`config.mk`:
```
export PLATFORM = sky130hd
export DESIGN_NAME = alu_uart_if
export DESIGN_NICKNAME = d
export VERILOG_FILES = /design/src/rtl/alu_if_pkg.sv /design/src/rtl/alu_uart_if.sv
export SDC_FILE = /design/constraint.sdc
export NUM_CORES = 1
export LEC_CHECK = 0
export CAP_MARGIN = 15
export CORE_UTILIZATION = 38
export DETAILED_ROUTE_END_ITERATION = 8
export GPL_TIMING_DRIVEN = 0
export PLACE_DENSITY = 0.75
export SETUP_SLACK_MARGIN = 0.1
export SYNTH_ARGS = -nofsm -noshare
export SYNTH_HDL_FRONTEND = slang
export SYNTH_SLANG_ARGS = --single-unit
```
`constraint.sdc`:
```
create_clock -name clk -period 1.9 [get_ports clk]
set_input_delay 0.57 -clock clk [delete_from_list [all_inputs] [get_ports clk]]
set_output_delay 0.57 -clock clk [all_outputs]
set_load 0.01 [all_outputs]
```
`src/rtl/alu_if_pkg.sv`:
```
// Shared definitions for the TP2 ALU byte-serial front end: FSM state encoding and ALU opcodes.
// SEND_FLG/WAIT_FLG are only reachable when ALU_IF_FLAGS_EN is defined.
package alu_if_pkg;

    typedef enum logic [2:0] {
        ST_WAIT_A   = 3'd0,
        ST_WAIT_B   = 3'd1,
        ST_WAIT_OP  = 3'd2,
        ST_EXEC     = 3'd3,
        ST_SEND_RES = 3'd4,
        ST_WAIT_RES = 3'd5,
        ST_SEND_FLG = 3'd6,
        ST_WAIT_FLG = 3'd7
    } state_t;

    localparam logic [5:0] OP_ADD = 6'b100000;
    localparam logic [5:0] OP_SUB = 6'b100010;
    localparam logic [5:0] OP_AND = 6'b100100;
    localparam logic [5:0] OP_OR  = 6'b100101;
    localparam logic [5:0] OP_XOR = 6'b100110;
    localparam logic [5:0] OP_NOR = 6'b100111;
    localparam logic [5:0] OP_SRL = 6'b000010;
    localparam logic [5:0] OP_SRA = 6'b000011;

endpackage

```
`src/rtl/alu_uart_if.sv`:
```
// Collects A, B, opcode bytes for the ALU and transmits the result (plus a flag byte when ALU_IF_FLAGS_EN).
// Opcode rx_done to tx_start is 2 cycles; each byte waits on tx_done indefinitely, rx bytes during a frame's execute/transmit are dropped.
module alu_uart_if
    import alu_if_pkg::*;
#(
    parameter int N    = 8,
    parameter int OP_W = 6
) (
    input  logic            clk,
    input  logic            rst_n,
    input  logic [7:0]      rx_data,
    input  logic            rx_done,
    input  logic            tx_done,
    output logic            tx_start,
    output logic [7:0]      tx_data,
    output logic [N-1:0]    alu_a,
    output logic [N-1:0]    alu_b,
    output logic [OP_W-1:0] alu_op,
    input  logic [N-1:0]    alu_result,
    input  logic            alu_zero,
    input  logic            alu_carry,
    output logic            busy
);

    state_t          r_state;
    state_t          w_state_nxt;
    logic [N-1:0]    r_alu_a;
    logic [N-1:0]    r_alu_b;
    logic [OP_W-1:0] r_alu_op;
    logic [7:0]      r_tx_data;
    logic [7:0]      w_res_ext;
    logic            w_ld_a;
    logic            w_ld_b;
    logic            w_ld_op;
    logic            w_ld_res;
    logic            w_tx_start;
    logic            w_unused;
`ifdef ALU_IF_FLAGS_EN
    logic [1:0]      r_flg_reg;
    logic            w_ld_flg;
`endif

    // Sink for input bits this configuration does not consume.
    assign w_unused = ^{rx_data, alu_zero, alu_carry};

    always_comb begin
        w_res_ext            = '0;
        w_res_ext[N-1:0]     = alu_result;
    end

    always_ff @(posedge clk or negedge rst_n) begin
        if (!rst_n) begin
            r_state <= ST_WAIT_A;
        end else begin
            r_state <= w_state_nxt;
        end
    end

    always_comb begin
        w_state_nxt = r_state;
        w_ld_a      = 1'b0;
        w_ld_b      = 1'b0;
        w_ld_op     = 1'b0;
        w_ld_res    = 1'b0;
        w_tx_start  = 1'b0;
`ifdef ALU_IF_FLAGS_EN
        w_ld_flg    = 1'b0;
`endif
        case (r_state)
            ST_WAIT_A: begin
                if (rx_done) begin
                    w_ld_a      = 1'b1;
                    w_state_nxt = ST_WAIT_B;
                end
            end
            ST_WAIT_B: begin
                if (rx_done) begin
                    w_ld_b      = 1'b1;
                    w_state_nxt = ST_WAIT_OP;
                end
            end
            ST_WAIT_OP: begin
                if (rx_done) begin
                    w_ld_op     = 1'b1;
                    w_state_nxt = ST_EXEC;
                end
            end
            ST_EXEC: begin
                w_ld_res    = 1'b1;
                w_state_nxt = ST_SEND_RES;
            end
            ST_SEND_RES: begin
                w_tx_start  = 1'b1;
                w_state_nxt = ST_WAIT_RES;
            end
            ST_WAIT_RES: begin
                if (tx_done) begin
`ifdef ALU_IF_FLAGS_EN
                    w_ld_flg    = 1'b1;
                    w_state_nxt = ST_SEND_FLG;
`else
                    w_state_nxt = ST_WAIT_A;
`endif
                end
            end
`ifdef ALU_IF_FLAGS_EN
            ST_SEND_FLG: begin
                w_tx_start  = 1'b1;
                w_state_nxt = ST_WAIT_FLG;
            end
            ST_WAIT_FLG: begin
                if (tx_done) begin
                    w_state_nxt = ST_WAIT_A;
                end
            end
`endif
            default: begin
                w_state_nxt = ST_WAIT_A;
            end
        endcase
    end

    // The transmit register doubles as the result register: it is loaded only on entry to a SEND state.
    always_ff @(posedge clk or negedge rst_n) begin
        if (!rst_n) begin
            r_alu_a   <= '0;
            r_alu_b   <= '0;
            r_alu_op  <= '0;
            r_tx_data <= '0;
`ifdef ALU_IF_FLAGS_EN
            r_flg_reg <= '0;
`endif
        end else begin
            if (w_ld_a) begin
                r_alu_a <= rx_data[N-1:0];
            end
            if (w_ld_b) begin
                r_alu_b <= rx_data[N-1:0];
            end
            if (w_ld_op) begin
                r_alu_op <= rx_data[OP_W-1:0];
            end
            if (w_ld_res) begin
                r_tx_data <= w_res_ext;
            end
`ifdef ALU_IF_FLAGS_EN
            if (w_ld_res) begin
                r_flg_reg <= {alu_carry, alu_zero};
            end
            if (w_ld_flg) begin
                r_tx_data <= {6'b0, r_flg_reg};
            end
`endif
        end
    end

    assign tx_start = w_tx_start;
    assign tx_data  = r_tx_data;
    assign alu_a    = r_alu_a;
    assign alu_b    = r_alu_b;
    assign alu_op   = r_alu_op;
    assign busy     = (r_state != ST_WAIT_A);

endmodule

```
==> out/metrics.csv, run 1 <==
metric,value,unit
outcome,finished with violations,
failing checks,negative setup slack,
slew of the pin with the lowest slew margin,714,ps
Final Hold Fails,0,
clk slew on worst S/H paths,100,ps
post-layout instance area,2010,um^2
std cell rows,21,
Initial Util,0.396,
CTS tree,done,
GPL Wtd Cong,0.682,
max cap viols,0,
mux cell area share after synthesis,0.256,
unrepaired setup endpoints after global routing,yes,
post-layout min period,1910,ps
Initial DRT Pass Iterations,4,
Post-synth top cells,"dfrtp_1, mux2_2, buf_2",
largest family of logic cells by synthesized area,multiplexers,
register area share after synthesis,0.626,
H-tree levels,2,
Wirelength per Cell,14.6,um
Syn Nets,104,
worst r2r src,r_state[2],
DR vias,883,
Worst VDD drop,746,uV
final setup fails,1,
crit end category,primary output,
Hold Crit Class,input pin to asynchronous set/reset pin,
critical path required time,1330,ps
DRT Wirelength,2.79,mm
Leak,1.02,nW
adder-cell share of the synthesized area,0,
Total Neg Setup Slack,-7.14,ps
DR DRC count,0,
largest net degree at the start of global routing,34,
Final ANT Viol Nets,0,
Final Cycle Share,1.00,
die height,60.9,um
Ports,54,
Chip Width,60.9,um
Yosys reg bits,33,
initial antenna violation count,0,
Synth Area in Compound Gates,0.0218,
fin. max-slew vios,0,
Clock Tree Root,clkbuf_4,
WS Path Type,flop to primary output,
asr flop ratio synth,1.00,
I/O Buffers,51,
Iter 0 DRT Violations,21,
Critical Path AT,1340,ps
skew final,9.82,ps
Syn Inst Count,82,
dpl hpwl,1.96,mm
vias in the first global route,909,
top_reg_cell synth,dfrtp_1,
worst skew pair latency,320,ps
first-pass GRT wire length,4.37,mm
syn avg cell area,16.1,um^2
area grow syn2layout,52.1,%
Crit. Startpoint,r_state[2],
Slew headroom,0.524,
GRT Overall Usage,0.171,
clock sink count,33,
share of cells above drive strength 1,0.359,
Post-synth EDFFs,0,
Nets,166,
top post-synthesis cells by area,"dfrtp_1, mux2_2, and4bb_2, nor4b_4, buf_2",
FMAX,524,MHz
Vias/cell,4.62,
PwrDens,1620,nW/um^2
Synth Area in Simple Gates,0.0758,
Synth top area share,0.626,
synthesized cell area,1320,um^2
library cells used by synthesis,14,
ANT cells,0,
most common cell in the netlist,dfrtp_1,
total global routing overflow,0,
Setup crit start kind,flop,
yosys synthesis warning count,0,
Die ar.,3710,um^2
dpl cell area,1880,um^2
xor and xnor area share after synthesis,0,
Crit Path Max Fanout,3,
"area leader, netlist",dfrtp_1,
CTS Buf Count,5,
fin util,0.602,
final worst slack,-7.14,ps
core area,3340,um^2
Clock Path Buffers,2,
==> cell type report <==
class                           count  area (um^2)
Fill cell                         287         1330
Tap cell                           46         57.6
Timing Repair Buffer               55          564
Sequential cell                    33          826
Clock buffer                        8         48.8
Buffer                              5         40.0
Multi-Input combinational cell     44          472
==> critical path: stages, from the launching register on <==
cell	delay (ps)
dfrtp_1	410
buf_6	130
or3_1	350
buf_2	140
==> final timing paths <==
| kind | end | slack (ps) | depth (start not counted) |
|---|---|---|---|
| min in group clk | alu_a[4] | 510 | 1 |
| min reg2reg | alu_a[4] | 510 | 1 |
| max reg2reg | alu_b[6] | 220 | 5 |
| max | busy | -7 | 3 |
| max in group asynchronous | alu_b[6] | 1140 | 1 |
| min | tx_data[5] | 290 | 1 |
==> timing repair <==
item | in CTS | in global routing
buffers inserted | 2 | 2
gates resized for setup | 24 | 20
setup endpoints to repair | 23 | 19
hold buffers | 0 | 0
hold endpoints to repair | 0 | 0
pin swaps | 0 | 0
==> placed cells by master (no fill, tap or decap) <==
cell,n
dfrtp_1,33
buf_2,5
buf_6,2
dlygate4sd2_1,13
clkdlybuf4s50_1,18
nor4b_4,1
clkbuf_1,3
clkbuf_4,5
nand2b_1,1
mux2_2,30
dlymetal6s2s_1,17
a21bo_2,1
and4bb_2,2
buf_12,1
buf_4,4
a211o_1,1
or3_1,1
nor3b_1,1
nand3b_1,2
a21oi_1,2
nor3b_2,1
nor4b_1,1
==> kinds of logic (layout without fill, tap and decap cells) <==
group	Yosys count	count (layout)
flip-flops	33	33
multiplexers	30	30
AND/OR/NAND/NOR	10	10
buffers and inverters	5	68
AO/OA/AOI/OAI	4	4
==> routing by layer <==
metal,GRT usage,up-vias,routed length [um]
met2,0.289,26,1490
met1,0.201,429,1140
met5,0,-,0
met4,0.0779,0,61
met3,0.0512,7,98
li1,-,421,-
==> flip-flops by register name (all words and copies together), names as in the netlist <==
register / cells
alu_a: 8
alu_b: 8
tx_data: 8
alu_op: 6
r_state: 3
==> per-stage QoR <==
| stage | power (W) | cells | setup slack [ps] | hold slack [ps] |
|---|---|---|---|---|
| global placement | 0.00291 | 179 | -342 | 488 |
| global route | 0.00348 | 191 | -87.4 | 323 |
| CTS | 0.00330 | 189 | -31.6 | 301 |
| finish | 0.00325 | 191 | -7.14 | 293 |
| floorplan | 0.00208 | 82 | 411 | 274 |
| detailed placement | 0.00299 | 179 | -394 | 494 |
==> where the power goes <==
group	internal [W]	switching (W)	total, W
clock	0.000147	0.000208	0.000355
sequential	0.00106	0.000172	0.00124
combinational	0.000998	0.000664	0.00166
(Power assumes the default switching activity.)
==> run 2, diff against run 1 <==
Settings changed: CAP_MARGIN 15 to 20, CTS_CLUSTER_SIZE set to 14.
==> results of run 2 <==
Final layout, timing and power as in run 1 (identical DEF).
==> run 3, diff against run 2 <==
Settings changed: ABC_CLOCK_PERIOD_IN_PS set to 1900.
==> results of run 3 <==
Final layout, timing and power as in run 1 (identical DEF).
